[config.mk]
export PLATFORM = sky130hd
export DESIGN_NAME = dcache_ctrl
export DESIGN_NICKNAME = d
export VERILOG_FILES = /design/src/rtl/dcache_ctrl_pkg.sv /design/src/rtl/dcache_sram.sv /design/src/rtl/dcache_ctrl.sv
export SDC_FILE = /design/constraint.sdc
export NUM_CORES = 2
export LEC_CHECK = 0
export BUFFER_PORTS_ARGS = -buffer_cell sky130_fd_sc_hd__buf_4
export CAP_MARGIN = 0
export CORE_MARGIN = 2
export CORE_UTILIZATION = 55
export CTS_BUF_LIST = sky130_fd_sc_hd__clkbuf_2
export DETAILED_ROUTE_END_ITERATION = 6
export HOLD_SLACK_MARGIN = 0.1
export PLACE_DENSITY = 0.72
export REMOVE_ABC_BUFFERS = 1
export SYNTH_ARGS = -nofsm -noshare
export SYNTH_HDL_FRONTEND = slang
export SYNTH_MEMORY_MAX_BITS = 65536
export SYNTH_SLANG_ARGS = --single-unit
[constraint.sdc]
create_clock -name clk_i -period 19.55 [get_ports clk_i]
set_clock_uncertainty 0.2 [all_clocks]
set_input_delay 0 -clock clk_i [delete_from_list [all_inputs] [get_ports clk_i]]
set_output_delay 0 -clock clk_i [all_outputs]
set_load 0.005 [all_outputs]
[src/rtl/dcache_ctrl_pkg.sv]
// Shared definitions for the direct-mapped write-back data cache controller:
// FSM state encoding, line geometry and address-split width helpers.
package dcache_ctrl_pkg;

  localparam int ADDR_W    = 32;
  localparam int WORD_W    = 32;
  localparam int LINE_BITS = 256;
  localparam int OFFSET_W  = 5;

  typedef logic [1:0] state_t;

  localparam state_t ST_IDLE    = 2'd0;
  localparam state_t ST_WB_REQ  = 2'd1;
  localparam state_t ST_RF_REQ  = 2'd2;
  localparam state_t ST_RF_DONE = 2'd3;

  function automatic int idx_w(input int lines);
    return $clog2(lines);
  endfunction

  function automatic int tag_w(input int lines);
    return ADDR_W - OFFSET_W - idx_w(lines);
  endfunction

endpackage

[src/rtl/dcache_sram.sv]
// Tag/valid/dirty/data storage for the data cache: one port, combinational
// read at idx_i, synchronous write. Only valid/dirty bits are reset.
module dcache_sram #(
  parameter int LINES     = 16,
  parameter int TAG_W     = 23,
  parameter int LINE_BITS = 256
) (
  input  logic                     clk_i,
  input  logic                     rst_i,
  input  logic [$clog2(LINES)-1:0] idx_i,
  input  logic                     we_i,
  input  logic                     wr_valid_i,
  input  logic                     wr_dirty_i,
  input  logic [TAG_W-1:0]         wr_tag_i,
  input  logic [LINE_BITS-1:0]     wr_data_i,
  output logic                     rd_valid_o,
  output logic                     rd_dirty_o,
  output logic [TAG_W-1:0]         rd_tag_o,
  output logic [LINE_BITS-1:0]     rd_data_o
);

  logic [LINES-1:0]     valid_q, valid_d;
  logic [LINES-1:0]     dirty_q, dirty_d;
  logic [TAG_W-1:0]     tag_q  [LINES];
  logic [LINE_BITS-1:0] data_q [LINES];

  always_comb begin
    valid_d = valid_q;
    dirty_d = dirty_q;
    if (we_i) begin
      valid_d[idx_i] = wr_valid_i;
      dirty_d[idx_i] = wr_dirty_i;
    end
  end

  always_ff @(posedge clk_i or negedge rst_i) begin
    if (!rst_i) begin
      valid_q <= '0;
      dirty_q <= '0;
    end else begin
      valid_q <= valid_d;
      dirty_q <= dirty_d;
    end
  end

  // Tag and data arrays carry no reset; a cleared valid bit masks them.
  always_ff @(posedge clk_i) begin
    if (we_i) begin
      tag_q[idx_i]  <= wr_tag_i;
      data_q[idx_i] <= wr_data_i;
    end
  end

  assign rd_valid_o = valid_q[idx_i];
  assign rd_dirty_o = dirty_q[idx_i];
  assign rd_tag_o   = tag_q[idx_i];
  assign rd_data_o  = data_q[idx_i];

endmodule

[src/rtl/dcache_ctrl.sv]
// Direct-mapped, write-back, write-allocate data cache controller with a
// combinational hit path and a four-state miss FSM (write-back, refill).
module dcache_ctrl #(
  parameter int LINES     = 16,
  parameter int LINE_BITS = dcache_ctrl_pkg::LINE_BITS
) (
  input  logic                 clk_i,
  input  logic                 rst_i,
  input  logic                 cpu_req_i,
  input  logic                 cpu_we_i,
  input  logic [31:0]          cpu_addr_i,
  input  logic [31:0]          cpu_wdata_i,
  output logic [31:0]          cpu_rdata_o,
  output logic                 cpu_stall_o,
  output logic                 mem_req_o,
  output logic                 mem_we_o,
  output logic [31:0]          mem_addr_o,
  output logic [LINE_BITS-1:0] mem_wdata_o,
  input  logic [LINE_BITS-1:0] mem_rdata_i,
  input  logic                 mem_ack_i,
  output logic [1:0]           dbg_state_o
);
  import dcache_ctrl_pkg::*;

  localparam int IDX_W  = idx_w(LINES);
  localparam int TAG_W  = tag_w(LINES);
  localparam int WORDS  = LINE_BITS / WORD_W;
  localparam int WSEL_W = $clog2(WORDS);

  // Handshake: mem_req_o with mem_we_o/mem_addr_o/mem_wdata_o is held stable
  // until the one-cycle mem_ack_i pulse; the request drops (or moves on to the
  // next request) on the cycle after the ack.

  state_t state_q, state_d;

  logic [IDX_W-1:0]     idx;
  logic [TAG_W-1:0]     tag;
  logic [WSEL_W-1:0]    wsel;
  logic                 unused_addr_lsb;

  logic                 rd_valid, rd_dirty;
  logic [TAG_W-1:0]     rd_tag;
  logic [LINE_BITS-1:0] rd_data;
  logic [31:0]          rd_word;
  logic [LINE_BITS-1:0] st_line;

  logic                 sram_we;
  logic                 wr_dirty;
  logic [LINE_BITS-1:0] wr_data;
  logic                 hit;

  assign idx             = cpu_addr_i[OFFSET_W +: IDX_W];
  assign tag             = cpu_addr_i[31 -: TAG_W];
  assign wsel            = cpu_addr_i[2 +: WSEL_W];
  assign unused_addr_lsb = ^cpu_addr_i[1:0];

  dcache_sram #(
    .LINES     (LINES),
    .TAG_W     (TAG_W),
    .LINE_BITS (LINE_BITS)
  ) u_sram (
    .clk_i      (clk_i),
    .rst_i      (rst_i),
    .idx_i      (idx),
    .we_i       (sram_we),
    .wr_valid_i (1'b1),
    .wr_dirty_i (wr_dirty),
    .wr_tag_i   (tag),
    .wr_data_i  (wr_data),
    .rd_valid_o (rd_valid),
    .rd_dirty_o (rd_dirty),
    .rd_tag_o   (rd_tag),
    .rd_data_o  (rd_data)
  );

  assign hit = cpu_req_i && (state_q == ST_IDLE) && rd_valid && (rd_tag == tag);

  always_comb begin
    rd_word = rd_data[wsel*WORD_W +: WORD_W];
    st_line = rd_data;
    st_line[wsel*WORD_W +: WORD_W] = cpu_wdata_i;
  end

  assign cpu_rdata_o = hit ? rd_word : 32'd0;
  // Gated by reset so an access presented while reset is held never stalls.
  assign cpu_stall_o = rst_i && cpu_req_i && !hit;
  assign dbg_state_o = state_q;

  always_comb begin
    state_d  = state_q;
    sram_we  = 1'b0;
    wr_dirty = 1'b0;
    wr_data  = mem_rdata_i;
    case (state_q)
      ST_IDLE: begin
        if (cpu_req_i) begin
          if (hit) begin
            if (cpu_we_i) begin
              sram_we  = 1'b1;
              wr_dirty = 1'b1;
              wr_data  = st_line;
            end
          end else if (rd_valid && rd_dirty) begin
            state_d = ST_WB_REQ;
          end else begin
            state_d = ST_RF_REQ;
          end
        end
      end
      ST_WB_REQ: begin
        if (mem_ack_i) state_d = ST_RF_REQ;
      end
      ST_RF_REQ: begin
        if (mem_ack_i) begin
          sram_we = 1'b1;
          state_d = ST_RF_DONE;
        end
      end
      ST_RF_DONE: state_d = ST_IDLE;
      default:    state_d = ST_IDLE;
    endcase
  end

  always_comb begin
    mem_req_o   = 1'b0;
    mem_we_o    = 1'b0;
    mem_addr_o  = 32'd0;
    mem_wdata_o = '0;
    case (state_q)
      ST_WB_REQ: begin
        mem_req_o   = 1'b1;
        mem_we_o    = 1'b1;
        mem_addr_o  = {rd_tag, idx, {OFFSET_W{1'b0}}};
        mem_wdata_o = rd_data;
      end
      ST_RF_REQ: begin
        mem_req_o  = 1'b1;
        mem_addr_o = {tag, idx, {OFFSET_W{1'b0}}};
      end
      default: ;
    endcase
  end

  always_ff @(posedge clk_i or negedge rst_i) begin
    if (!rst_i) state_q <= ST_IDLE;
    else        state_q <= state_d;
  end

endmodule
; Word level (Yosys, flattened, before mapping)
; Memory sizes are Yosys's and may differ from the RTL's.
; Cells that the tools add are included.
[word_totals]
mem_count = 2
input_bits = 325
output_inout_bits = 325
ram_bits = 4464
reg_bits = 34
wordCells = 62
[memory_table]
columns = memory, words, width, read_ports, rd_ports_with_merged_regs, write_ports, line
row1 = u_sram.data_q, 16, 256, 1, 0, 1, dcache_sram.sv:25  ; logic [LINE_BITS-1:0] data_q [LINES];
row2 = u_sram.tag_q, 16, 23, 1, 0, 1, dcache_sram.sv:24  ; logic [TAG_W-1:0] tag_q [LINES];
[classes]
eq_ne = 8
bitwise = 1
order_cmp = 2
addsub = 1
reduce_logical = 11
n_mux = 31
shifts = 3
[ops]
columns = cell, n
row1 = 2-to-1 mux 256 bit, 5
row2 = bitwise mux 256 bit, 1
row3 = "variable shift 32 x 34 -> 256 bit, first input constant", 1
row4 = indexed part select 256 x 9 -> 32 bit, 1
row5 = indexed part select 32 x 34 -> 256 bit, 1
row6 = one-hot mux 32 bit (2 select lines), 1
row7 = negator 8 -> 34 bit, 1
row8 = 2-to-1 mux 32 bit, 1
row9 = == test 23 bit, 1
row10 = bitwise mux 16 bit, 1
row11 = OR 16 bit, 1
row12 = 2-to-1 mux 1 bit, 12
row13 = 2-to-1 mux 2 bit, 5
row14 = binary-select mux 1 bit (select 4 bit), 2
row15 = "inequality test 2 bit, second input constant", 4
row16 = one-hot mux 2 bit (4 select lines), 1
row17 = logical AND 1 bit, 7
row18 = "< comparator 4 x 5 -> 1 bit, second input constant", 1
row19 = demux 1 bit (select 4 bit), 1
row20 = "== test 2 bit, second input constant", 2
row21 = "greater-or-equal comparator 4 x 1 -> 1 bit, second input constant", 1
row22 = AND reduction 4 bit, 1
row23 = "== test 2 x 1 -> 1 bit, second input constant", 1
row24 = zero test 2 bit, 1
row25 = other kinds (3), 3

; Longest topological paths before layout
[depth]
depth_word = 9
depth_mapped = 15
ltp_nobuf = 8

; Modules after synthesis
; A second synthesis with hierarchy kept.
[unflattened]
hier_cells = 8482
hier_area_um2 = 178658.8
[by_module_without_submodules]
columns = module, n_inst, area_per_inst_um2, cells_per_inst, seq_area_each_um2
row1 = dcache_sram, 1, 167653.3, 6903, 134849.3
row2 = dcache_ctrl, 1, 11005.6, 1579, 50.0

; Worst setup path after synthesis
; No wires, ideal clock.
[synth_timing]
path_type = register -> register
from = mem u_sram.tag_q[15][8]
to = mem u_sram.data_q[11][0] (enable)
synth_period_minus_slack_ps = 15000
stages_incl_launch_ff = 10
t_required_ps = 18424
setup_slack_ps = 4550
arrival_ps = 13874
cell_sequence = edfxtp_1 mux4_2 xnor2_1 o22a_1 a2111oi_1 o2111ai_1 nor4_2 a31oi_1 clkbuf_1 nor2_1
[synth_via]
elab_chain_len = 8
[synth_lines]
columns = item, line
row1 = from (decl), dcache_sram.sv:24
row2 = memory read (16 x 23 bit), --
row3 = == test 23 bit, dcache_ctrl.sv:76  ; assign hit = cpu_req_i && (state_q == ST_IDLE) && rd_valid && (rd_tag == tag);
row4 = logical AND 1 bit, dcache_ctrl.sv:76
row5 = 2-to-1 mux 1 bit, dcache_ctrl.sv:97  ; if (hit) begin
row6 = 2-to-1 mux 1 bit, dcache_ctrl.sv:96  ; if (cpu_req_i) begin
row7 = one-hot mux 1 bit (2 select lines), dcache_ctrl.sv:94  ; case (state_q)
row8 = 2-to-1 mux 1 bit, dcache_sram.sv:48  ; if (we_i) begin
row9 = 2-to-1 mux 1 bit (implied by the code), dcache_sram.sv:50  ; data_q[idx_i] <= wr_data_i;
row10 = to (decl), dcache_sram.sv:25
; Every way passes these cells.

; Final worst setup path
[layout_timing]
from = in cpu_addr_i[5]
to = mem u_sram.data_q[10][172], data pin
[layout_via]
elab_chain_len = 7
[layout_lines]
columns = item, line
row1 = from (decl), dcache_ctrl.sv:11  ; input logic [31:0] cpu_addr_i,
row2 = "parallel branches: the longest is 4 deep, another holds memory read (16 x 23 bit)", --
row3 = 2-to-1 mux 256 bit *, dcache_ctrl.sv:97
row4 = 2-to-1 mux 256 bit *, dcache_ctrl.sv:96
row5 = 2-to-1 mux 256 bit *, dcache_ctrl.sv:94
row6 = via u_sram.wr_data_i[172], dcache_sram.sv:15  ; input logic [LINE_BITS-1:0] wr_data_i,
; Mark *: on every way through the listed nets, which the timed path passes. The select of a mux whose other input is x is not followed.

==> summary.md <==
| Metric | Value |
|---|---|
| Status | finished clean |
| WHS Path Cells | 1 |
| # DRC | 0 |
| Root Driver | clkbuf_2 |
| Pre-antenna DRT Iters | 7 |
| Max_slew headroom | 20.4% |
| Final Hold Viols | 0 |
| MaxCap Viol Count | 0 |
| Area added between synthesis and finish | 18.4% |
| Post-synthesis register bit count | 4,498 |
| CP arrival | 13.54 ns |
| Crit end category | flop |
| Final net count | 11.3k |
| Leakage power | 72.6 nW |
| Post-synth top flop | edfxtp_1 |
| DP HPWL | 254 mm |
| Rows | 210 |
| Total number of vias | 99.8k |
| Clock latency on the worst-skew pair | 2.26 ns |
| Initial drt markers | 12.9k |
| Port bufs | 642 |
| Antenna-violating nets left | 0 |
| Worst IR Drop VDD | 0.0000656 V |
| Hold Path Class | flop to flop |
| Yosys cell types | 63 |
| Max Root-Sink Buffers | 5 |
| Share of cells above drive strength 1 | 37.0% |
| Placed Cells | 12.7k |
| Seq/Total Area, Yosys | 74.7% |
| RePlAce Congestion | 0.799 |
| Die height | 577 um |
| Ys Warns | 0 |
| Worst slew pin tran | 1.19 ns |
| Fin util | 65.4% |
| CP Max Fanout | 68 |
| Vias per cell | 6.25 |
| WL/cell | 31.1 um |
| Avg Cell Area, Syn | 22.5 um^2 |
| Worst-path clk slew | 0.08 ns |
| Synthesized area | 181,000 um^2 |
| Path depth of the worst reg2reg path | 20 |
| Initial antenna violation count | 34 |
| Max Fclk | 83.6 MHz |
| RSZ-0062 raised after global routing | false |
| Grt ovf | 0 |
| Final setup vio count | 0 |
| # IOs | 650 |
| GRT Total Usage | 30.3% |
| Post-CTS setup repair buffer count | 0 |
| Crit share post-route | 61.2% |
| Post-synth EDFFs | 4,464 |
| Clock Sinks | 4,498 |
| Vias in the first global route | 103k |
| CTS tree | done |
| Ys async rst share | 0.756% |
| Setup TNS | 0 ns |
| Pwr Density | 88.3 nW/um^2 |
| Htree depth | 7 |
| Largest net degree at the start of global routing | 112 |
| Total power | 18.9 mW |
| Post-cts resize count | 0 |
| Crit path time final | 11.96 ns |
| CP Class | primary input to flop |
| Placeable core area | 327,000 um^2 |
| Worst setup SP type | primary input |
| Final WL | 498 mm |
| Die area | 333,000 um^2 |
| WP data required | 21.13 ns |
| Max Slew Vio Count | 0 |
| CTS buffer count | 1,158 |
| Post-Layout Cell Count | 16.0k |
| First-pass GRT wire length | 710 mm |
| Die width | 577 um |
| Cells after synthesis | 8,020 |
| Initial core utilization | 55.2% |
==> per-layer routing <==
| metal | GRT usage, % | part of all wire, % |
|---|---|---|
| met1 | 40.8 | 37 |
| met2 | 47.8 | 49 |
| met3 | 7.89 | 11 |
| met4 | 12.2 | 3.3 |
| met5 | 0 | 0.013 |
==> metrics by stage <==
step	cell area [um^2]	setup slack [ns]	hold WS [ns]
floorplan	178000	4.09	-0.496
global placement	191000	10.75	-0.236
detailed placement	191000	10.77	-0.223
CTS	214000	7.88	0.120
global route	214000	7.30	0.310
finish	214000	7.59	0.284
==> synthesized netlist by cell type, types with 24 or more instances <==
cell,n,share of area (%)
dfrtp_1,34,0.47
nand2_1,425,0.88
buf_2,135,0.37
a21oi_1,29,0.080
buf_6,29,0.18
nor2_1,50,0.10
mux2_4,174,1.4
edfxtp_1,4464,74
and2_1,267,0.92
mux2_2,156,0.97
nor2b_1,29,0.10
mux4_2,1423,18
clkbuf_1,279,0.58
o21ai_0,230,0.64
a22oi_1,24,0.10
mux2i_1,51,0.28
==> sequential cells by signal, indices dropped and copies added, names as in the netlist <==
name,cells
dbg_state_o,2
u_sram.data_q,4096
u_sram.dirty_q,16
u_sram.tag_q,368
u_sram.valid_q,16
==> layout by cell type (no fill, tap or decap), types with 29 or more instances in the layout <==
master,n
a21oi_1,29
and2_1,266
buf_4,812
clkbuf_2,1600
clkinv_1,209
dfrtp_1,34
dlygate4sd3_1,1369
edfxtp_1,4464
inv_2,33
mux2_2,156
mux2_4,174
mux2i_1,51
mux4_2,1423
nand2_1,422
nor2_1,33
o21ai_0,230
==> worst paths after layout <==
kind	start	end	slack [ns]
setup / recovery	cpu_addr_i[5]	u_sram.data_q[10][172]$_DFFE_PP_	7.59
hold / removal	u_sram.valid_q[12]$_DFFE_PN0P_	u_sram.valid_q[12]$_DFFE_PN0P_	0.28
setup reg to reg	u_sram.tag_q[11][7]$_DFFE_PP_	u_sram.data_q[10][172]$_DFFE_PP_	9.00
hold reg to reg	u_sram.valid_q[12]$_DFFE_PN0P_	u_sram.valid_q[12]$_DFFE_PN0P_	0.28
max in group asynchronous	rst_i	u_sram.dirty_q[11]$_DFFE_PN0P_	17.93
min in group asynchronous	rst_i	dbg_state_o[1]$_DFFE_PN0P_	0.96
==> critical path, cell delays in order <==
cell and delay [ns]:
dlygate4sd3_1 0.52, dlygate4sd3_1 0.55, dlygate4sd3_1 0.64, buf_16 0.23, dlygate4sd3_1 0.67, buf_16 0.39, buf_4 0.71, buf_4 0.74
mux4_2 0.63, o31ai_1 0.38, nor2_1 0.12, o2111ai_1 0.19, dlygate4sd3_1 0.62, nor4b_4 0.06, dlygate4sd3_1 0.67, nand3_4 0.17
dlygate4sd3_1 0.56, dlygate4sd3_1 0.63, buf_16 0.32, buf_4 0.68, buf_4 0.62, buf_4 0.69, buf_4 0.78, mux2_4 0.35
dlygate4sd3_1 0.56, dlygate4sd3_1 0.77
==> logic make-up after synthesis <==
group,Yosys count,share of synthesized area [%]
compound gates,370,1.21
xor+xnor,25,0.121
fa+ha+maj,9,0.0623
buf+inv,495,1.28
flops,4498,74.7
mux,1805,20.5
other cells,1,0.00208
simple gates,817,2.19
==> repair_timing <==
item                                     CTS  global route
endpoints found under the hold margin   8523             0
hold buffers                            1379             0
endpoints found under the setup margin     0             0
==> layout make-up <==
class                   instances  area (um^2)
clock buffers                1600         8010
diodes                         17         42.5
repair buffers               2211        20400
inverters                      17         76.3
clock inverters               264         1250
fillers                     21608       113000
well taps                    4346         5440
multi-input cells            3031        43700
flip-flops and latches       4498       135000
==> report_power, final <==
part	leakage (nW)	internal [mW]	switching [mW]
sequential	40.6	10.8	0.0459
clock	7.29	2.29	3.60
combinational	24.7	0.974	1.17
total	72.6	14.1	4.82
Power figures use the tool's default switching activity.
